**config.mk**
```make
export PLATFORM = sky130hd
export DESIGN_NAME = mem_arbiter
export DESIGN_NICKNAME = d
export VERILOG_FILES = /design/src/rtl/mem_arb_pkg.sv /design/src/rtl/mem_arb_fair.sv /design/src/rtl/mem_arbiter.sv
export SDC_FILE = /design/constraint.sdc
export NUM_CORES = 1
export LEC_CHECK = 0
export CAP_MARGIN = 20
export CORE_ASPECT_RATIO = 0.5
export CORE_MARGIN = 2
export CORE_UTILIZATION = 39
export CTS_BUF_LIST = sky130_fd_sc_hd__clkbuf_16
export DETAILED_ROUTE_END_ITERATION = 8
export HOLD_SLACK_MARGIN = 0.06
export PLACE_DENSITY = 0.91
export REMOVE_ABC_BUFFERS = 1
export SLEW_MARGIN = 40
export SYNTH_ARGS = -nofsm -noshare
export SYNTH_HDL_FRONTEND = slang
export SYNTH_SLANG_ARGS = --single-unit
```
**constraint.sdc**
```tcl
create_clock -name CLK -period 7.2 [get_ports CLK]
set_clock_uncertainty 0.05 [all_clocks]
set_input_delay 1.08 -clock CLK [delete_from_list [all_inputs] [get_ports CLK]]
set_output_delay 1.08 -clock CLK [all_outputs]
set_load 0.005 [all_outputs]
```
**src/rtl/mem_arb_pkg.sv**
```systemverilog
// Shared types and defaults for the two-port memory arbiter.
package mem_arb_pkg;

    // Arbiter sequencing: grant slot, memory access cycle, response cycle.
    typedef enum logic [1:0] {
        IDLE   = 2'd0,
        ACCESS = 2'd1,
        RESP   = 2'd2
    } state_e;

    // Which requester owns the outstanding access.
    typedef enum logic {
        SRC_F = 1'b0,
        SRC_D = 1'b1
    } src_e;

    localparam int unsigned DEF_MEM_WORDS  = 32'd1024;
    localparam int unsigned DEF_FAIR_LIMIT = 32'd2;

    // Unsigned compare of a word address against the implemented memory size.
    function automatic logic addr_oob(input logic [15:0] addr, input int unsigned words);
        return ({16'd0, addr} >= words);
    endfunction

endpackage

```
**src/rtl/mem_arb_fair.sv**
```systemverilog
// Fairness counter and priority pick: data wins unless fetch has been
// starved for FAIR_LIMIT consecutive data grants.
module mem_arb_fair
    import mem_arb_pkg::*;
#(
    parameter int unsigned FAIR_LIMIT = DEF_FAIR_LIMIT
) (
    input  logic clk_i,
    input  logic rst_n_i,
    input  logic freq_i,
    input  logic dreq_i,
    input  logic gnt_en_i,
    output logic pick_f_o,
    output logic pick_d_o
);

    logic [7:0] count_q;
    logic [7:0] count_d;
    logic       at_limit_s;

    assign at_limit_s = (count_q >= 8'(FAIR_LIMIT));

    // One-hot pick and next fairness count.
    always_comb begin
        pick_f_o = 1'b0;
        pick_d_o = 1'b0;
        count_d  = count_q;
        if (gnt_en_i && freq_i && (!dreq_i || at_limit_s)) begin
            pick_f_o = 1'b1;
        end else if (gnt_en_i && dreq_i) begin
            pick_d_o = 1'b1;
        end else begin
            pick_f_o = 1'b0;
        end
        if (!freq_i || pick_f_o) begin
            count_d = 8'd0;
        end else if (pick_d_o && !at_limit_s) begin
            count_d = count_q + 8'd1;
        end else begin
            count_d = count_q;
        end
    end

    // Fairness count register.
    always_ff @(posedge clk_i or negedge rst_n_i) begin
        if (!rst_n_i) begin
            count_q <= 8'd0;
        end else begin
            count_q <= count_d;
        end
    end

endmodule

```
**src/rtl/mem_arbiter.sv**
```systemverilog
// Two-port (fetch / data) front end for the single-ported word memory.
// One access outstanding: grant -> ACCESS -> RESP, with a new grant allowed
// in the RESP cycle for one access every two cycles.
module mem_arbiter
    import mem_arb_pkg::*;
#(
    parameter int unsigned MEM_WORDS  = DEF_MEM_WORDS,
    parameter int unsigned FAIR_LIMIT = DEF_FAIR_LIMIT
) (
    input  logic        CLK,
    input  logic        Reset_n,
    input  logic        FReq,
    input  logic [15:0] FAddr,
    output logic        FGnt,
    output logic        FValid,
    output logic [15:0] FData,
    output logic        FErr,
    input  logic        DReq,
    input  logic        DWrite,
    input  logic [15:0] DAddr,
    input  logic [15:0] DWData,
    output logic        DGnt,
    output logic        DValid,
    output logic [15:0] DData,
    output logic        DErr,
    output logic [15:0] MemAddr,
    output logic [15:0] MemDIn,
    output logic        MemWE,
    input  logic [15:0] MemDOut,
    input  logic        MemOOB
);

    state_e      state_q, state_d;
    src_e        src_q, src_d;
    logic        oob_q, oob_d;
    logic [15:0] addr_q, addr_d;
    logic [15:0] din_q, din_d;
    logic        we_q, we_d;
    logic        gnt_en_s;
    logic        pick_f_s;
    logic        pick_d_s;
    logic        err_s;

    assign gnt_en_s = (state_q == IDLE) || (state_q == RESP);

    mem_arb_fair #(.FAIR_LIMIT(FAIR_LIMIT)) u_fair (
        .clk_i    (CLK),
        .rst_n_i  (Reset_n),
        .freq_i   (FReq),
        .dreq_i   (DReq),
        .gnt_en_i (gnt_en_s),
        .pick_f_o (pick_f_s),
        .pick_d_o (pick_d_s)
    );

    // Next state and memory port values; write enable lasts only the ACCESS cycle.
    always_comb begin
        state_d = state_q;
        src_d   = src_q;
        oob_d   = oob_q;
        addr_d  = addr_q;
        din_d   = din_q;
        we_d    = 1'b0;
        case (state_q)
            IDLE, RESP: begin
                if (pick_f_s) begin
                    state_d = ACCESS;
                    src_d   = SRC_F;
                    oob_d   = addr_oob(FAddr, MEM_WORDS);
                    addr_d  = FAddr;
                    din_d   = 16'd0;
                end else if (pick_d_s) begin
                    state_d = ACCESS;
                    src_d   = SRC_D;
                    oob_d   = addr_oob(DAddr, MEM_WORDS);
                    addr_d  = DAddr;
                    din_d   = DWData;
                    we_d    = DWrite & ~addr_oob(DAddr, MEM_WORDS);
                end else begin
                    state_d = IDLE;
                end
            end
            ACCESS: begin
                state_d = RESP;
            end
            default: begin
                state_d = IDLE;
            end
        endcase
    end

    // State and registered memory port; reset drops MemWE at once.
    always_ff @(posedge CLK or negedge Reset_n) begin
        if (!Reset_n) begin
            state_q <= IDLE;
            src_q   <= SRC_F;
            oob_q   <= 1'b0;
            addr_q  <= 16'd0;
            din_q   <= 16'd0;
            we_q    <= 1'b0;
        end else begin
            state_q <= state_d;
            src_q   <= src_d;
            oob_q   <= oob_d;
            addr_q  <= addr_d;
            din_q   <= din_d;
            we_q    <= we_d;
        end
    end

    assign FGnt    = pick_f_s;
    assign DGnt    = pick_d_s;
    assign MemAddr = addr_q;
    assign MemDIn  = din_q;
    assign MemWE   = we_q;

    // Response decode: error forces data to zero.
    assign err_s  = oob_q | MemOOB;
    assign FValid = (state_q == RESP) && (src_q == SRC_F);
    assign DValid = (state_q == RESP) && (src_q == SRC_D);
    assign FErr   = FValid & err_s;
    assign DErr   = DValid & err_s;
    assign FData  = (FValid && !err_s) ? MemDOut : 16'd0;
    assign DData  = (DValid && !err_s) ? MemDOut : 16'd0;

endmodule
```
Word-level counts from Yosys, hierarchy flattened
Cells that the tools add are included.
{ "word_totals": {"regBits": 45, "input_bits": 70, "out_inout_bits": 71, "elab_cells": 60} }
{ "classes": {"n_addsub": 1, "order_cmp": 3, "n_eq_ne": 2, "n_mux": 21, "bitwise_logic": 6, "n_reduce_logical": 20} }
{ "ops": {"columns": ["cell", "count"], "rows": [
  ["16-bit two-way mux", 6],
  ["16-bit by 11-bit greater-or-equal comparator with 1-bit output, second input constant", 2],
  ["8-bit two-way mux", 2],
  ["1-bit two-way mux", 12],
  ["8-bit by 1-bit adder with 8-bit output, second input constant", 1],
  ["8-bit by 2-bit greater-or-equal comparator with 1-bit output, second input constant", 1],
  ["1-bit logical AND", 8],
  ["1-bit logical NOT", 4],
  ["2-bit case mux with 2 select lines", 1],
  ["2-bit nonzero test", 2],
  ["1-bit AND", 3],
  ["1-bit logical OR", 3],
  ["2-bit by 1-bit == test with 1-bit output, second input constant", 1],
  ["2-bit == test, second input constant", 1],
  ["2-bit logical NOT", 1],
  ["1-bit NOT", 2],
  ["2-bit AND reduction", 1],
  ["2-bit OR reduction", 1],
  ["1-bit OR", 1]
]} }

Logic depth before layout (Yosys ltp)
{ "depth": {"ltp_word": 8, "mapped_depth": 8} }

By module
A second synthesis with hierarchy kept.
{ "hier_totals": {"hier_cells": 218, "area_unflattened_um2": 2307.2} }
{ "by_module_without_submodules": {"columns": ["module", "n_inst", "cells_each", "area_each_um2", "seq_area_each_um2"], "rows": [
  ["mem_arbiter", 1, 167, 1834.3, 925.9],
  ["mem_arb_fair", 1, 51, 473.0, 200.2]
]} }

Worst setup path before layout
OpenSTA, ideal clock, no wires.
{ "synth_timing": {"path_kind": "flip-flop to output port", "startpoint": "register u_fair.count_q[0]", "endpoint": "output port DGnt", "arrival_time_ns": 1.944, "required_time_ns": 6.070, "setup_slack_ns": 4.126, "path_stages_with_launch": 7, "n_path_buf": 1, "path_cell_list": "dfrtp_1 > inv_1 > ha_1 > or4_1 > or2_2 > a21oi_4 > buf_4"} }
{ "synth_via": {"elab_chain_len": 4} }
{ "synth_lines": {"columns": ["item", "line_no", "text"], "rows": [
  ["start, declared", "mem_arb_fair.sv:17", "logic [7:0] count_q;"],
  ["start signal, assigned", "mem_arb_fair.sv:49", "count_q <= count_d;"],
  ["8-bit by 2-bit greater-or-equal comparator with 1-bit output", "mem_arb_fair.sv:21", "assign at_limit_s = (count_q >= 8'(FAIR_LIMIT));"],
  ["1-bit logical OR", "mem_arb_fair.sv:28", "if (gnt_en_i && freq_i && (!dreq_i || at_limit_s)) begin"],
  ["1-bit logical AND", "mem_arb_fair.sv:28", null],
  ["1-bit two-way mux", "mem_arb_fair.sv:28", null],
  ["end, declared", "mem_arbiter.sv:22", "output logic DGnt,"]
]} }
Every way passes these cells.

Worst setup path in the final report
{ "layout_timing": {"startpoint": "input port DReq", "endpoint": "output port FGnt"} }
{ "layout_via": {"elab_chain_len": 4} }
{ "layout_lines": {"columns": ["item", "line_no", "text"], "rows": [
  ["start, declared", "mem_arbiter.sv:18", "input logic DReq,"],
  ["1-bit logical NOT", "mem_arb_fair.sv:28", null],
  ["1-bit logical OR", "mem_arb_fair.sv:28", null],
  ["1-bit logical AND", "mem_arb_fair.sv:28", null],
  ["1-bit two-way mux", "mem_arb_fair.sv:28", null],
  ["end, declared", "mem_arbiter.sv:14", "output logic FGnt,"]
]} }
Every way passes these cells.

==> impl_results.md <==
- Run status: completed
- Initial drt markers: 225
- Fin. max-slew vios: 0
- Combinational group share of total power: 0.290
- Area of the placeable core: 5420 sq um
- Cell chosen for the clock root: clkbuf_16
- Synthesis Warnings: 0
- Kind of launch point of the worst setup path: primary input
- Effective utilization at floorplan: 0.400
- Total global-route track usage: 0.237
- Critical path type: in -> out
- Reported leakage power: 0.00166 uW
- Non-Filler Cell Area, Final: 3760 sq um
- Placed instance area: 3630 sq um
- Mean instance size in the synthesized netlist: 9.56 sq um
- Worst setup EP type: primary output
- Number of clock sinks seen by CTS: 45
- Crit path max fanout: 18
- Final count of negative-setup-slack endpoints: 0
- Die W: 109 um
- Pin count of the biggest net entering global routing: 46
- Max transition margin: 0.454
- Number of antenna violations at the first check in global routing: 0
- Count of antenna diodes in the layout: 0
- Final WS setup: 2.89 ns
- Setup TNS: 0 ns
- CP Data Arrival Time: 3.18 ns
- Wire length of the first global-routing pass: 11,200 um
- Post-route clock period utilization: 0.599
- Die span in y: 56.7 um
- Internal power contribution: 542 uW
- Number of post-CTS setup repair buffers: 0
- Clock tree from TritonCTS: built
- Multi-input gate area: 961 sq um
- CP max stage delay: 0.74 ns
- Number of global-route vias before repair: 2,292
- Number of placement rows: 19
- Register area: 1130 sq um
- Final-layout fill cell count: 377
- Max IR drop VDD: 141 uV
- Number of buffers created by CTS: 5
- Post-synthesis register bit count: 45
- Switch share: 0.267
- Nets@finish: 436
- Total power divided by cell area: 196 nW/um^2
- Part of the power in registers: 0.426
- Worst-Skew Late Latency: 0.28 ns
- Number of gates resized after CTS: 0
- Floorplan die area: 6210 sq um
- Number of endpoints with negative hold slack in the final report: 0
- Tightest Hold Check Type: reg -> reg
- Max Freq: 232 MHz
- Fraction of power consumed by the clock network: 0.284
- Slowest library cell on the worst path: o31ai_4
- Crit path required time: 6.07 ns
- List of cells traversed by the critical path: clkdlybuf4s50_1 -> inv_1 -> o31ai_4 -> inv_4 -> clkdlybuf4s50_1
- Most frequently used flop master after synthesis: dfrtp_1
- Shortest clock period the worst path allows after layout: 4.31 ns
- Count of cell types in the netlist: 36
- Global route overflow: 0
- Mapped Cells: 227
- Cell repeated most along the worst path: clkdlybuf4s50_1
- # DRC: 0
- EDFF count, synth: 0
- Remaining antenna violation count: 0
- Reported max-cap violation count: 0
- Proportion of synthesized flip-flops having asynchronous set or reset: 1.00
- Avg Vias per Cell: 5.21
- Overall routed net length: 7230 um
- Setup repair after global routing missed its margin: false
- Worst Setup Slack post-DPL: 2.90 ns
- Count of vias placed by the detailed router: 2,281
- I/O Pins: 141
- Clock transition at the registers of the reported paths: 0.06 ns
- Last weighted congestion value of the routability-driven placer: 0.845
- Wirelength per Cell: 16.5 um
- CTS max path bufs: 2
- Tightest Pin Transition: 0.819 ns
- Cts hold-fix bufs: 0
- Area growth from synthesis to layout: 73.5%
- Post-Syn Area: 2170 sq um
- Half-perimeter wire length of the detailed placement result: 5440 um
- Count of port buffers added during placement: 140
- Layout Utilization: 0.695
- CTS H-tree lvls: 2
- Length of the first detailed-routing pass in iterations: 4
- Sequential-to-total area share from yosys stat: 0.519
- Share of layout cells above drive strength 1: 0.0493
- Net Switching: 198 uW
-- per-layer routing --
metal | routed length [um] | GRT usage | vias up
met5 | 0 | 0 | -
met3 | 484 | 0.0465 | 20
met1 | 2830 | 0.275 | 1094
met2 | 3720 | 0.435 | 102
li1 | - | - | 1065
met4 | 198 | 0.0796 | 0
-- worst paths after layout --
kind                                               start                 endpoint  slack [ns]  cells past startpoint
setup / recovery                                    DReq                     FGnt        2.89                      5
max in group asynchronous                        Reset_n  MemAddr[10]$_DFFE_PN0P_        5.98                      1
setup reg to reg           u_fair.count_q[0]$_DFFE_PN0P_  MemAddr[11]$_DFFE_PN0P_        4.42                      7
hold reg to reg                     state_q[1]$_DFF_PN0_     state_q[1]$_DFF_PN0_        0.39                      1
min in group asynchronous                        Reset_n    MemDIn[2]$_DFFE_PN0P_        0.74                      1
hold / removal                      state_q[1]$_DFF_PN0_     state_q[1]$_DFF_PN0_        0.39                      1
-- cells in the final DEF (no fill, tap or decap), drive strengths merged, types with 2 or more instances in the layout --
master         instances
nand3                  2
and3                  16
a21boi                 2
or4                    3
dfrtp                 45
a22o                  16
clkdlybuf4s50        139
clkbuf                 5
buf                    3
ha                     2
and2                  16
nand2                 23
a21oi                 34
o21ai                  3
nor3                   2
nor2b                  2
inv                   11
nor2                  28
-- state kept, by name, indices dropped and copies added (netlist names) --
signal,flops
MemAddr,16
MemDIn,16
src_q,1
MemWE,1
u_fair.count_q,8
oob_q,1
state_q,2
-- cells in the mapped netlist, drive strengths merged, types with 3 or more instances --
master / instances / area (sq um)
and2: 16 / 100
buf: 3 / 23.8
nor2: 28 / 105
a21oi: 34 / 181
a22o: 16 / 140
and3: 16 / 100
o21ai: 3 / 15.0
or4: 3 / 26.3
dfrtp: 45 / 1130
nand2: 23 / 86.3
clkbuf: 9 / 33.8
inv: 8 / 32.5
-- layout make-up --
cell class / count / area share
Multi-Input combinational cell: 161 / 0.255
Sequential cell: 45 / 0.299
Tap cell: 73 / 0.0243
Inverter: 9 / 0.00964
Clock buffer: 5 / 0.0332
Timing Repair Buffer: 142 / 0.376
Clock inverter: 3 / 0.00299
-- per-stage QoR --
step	std cells	hold slack, ns	total power [uW]
after floorplan	215	0.367	382
after global routing	438	0.430	771
after CTS	438	0.399	741
after detailed placement	430	0.394	530
final	438	0.394	739
after global placement	430	0.380	521
-- cells by family after synthesis --
| family | synth area share |
|---|---|
| flops | 0.519 |
| simple gates | 0.228 |
| buf+inv | 0.0433 |
| compound gates | 0.198 |
| fa+ha+maj | 0.0115 |
-- critical path, delay by kind of cell --
family | cells | cell delay (ns)
buf+inv | 4 | 1.35
compound gates | 1 | 0.74
-- power groups by stage --
| stage | clock network, uW | registers, uW | logic [uW] |
|---|---|---|---|
| detailed placement | 0 | 317 | 213 |
| global placement | 0 | 314 | 207 |
| CTS | 212 | 314 | 216 |
| global route | 221 | 319 | 231 |
| finish | 210 | 315 | 215 |
| floorplan | 0 | 317 | 65.4 |
No activity file was read; power rests on OpenSTA's default activity.
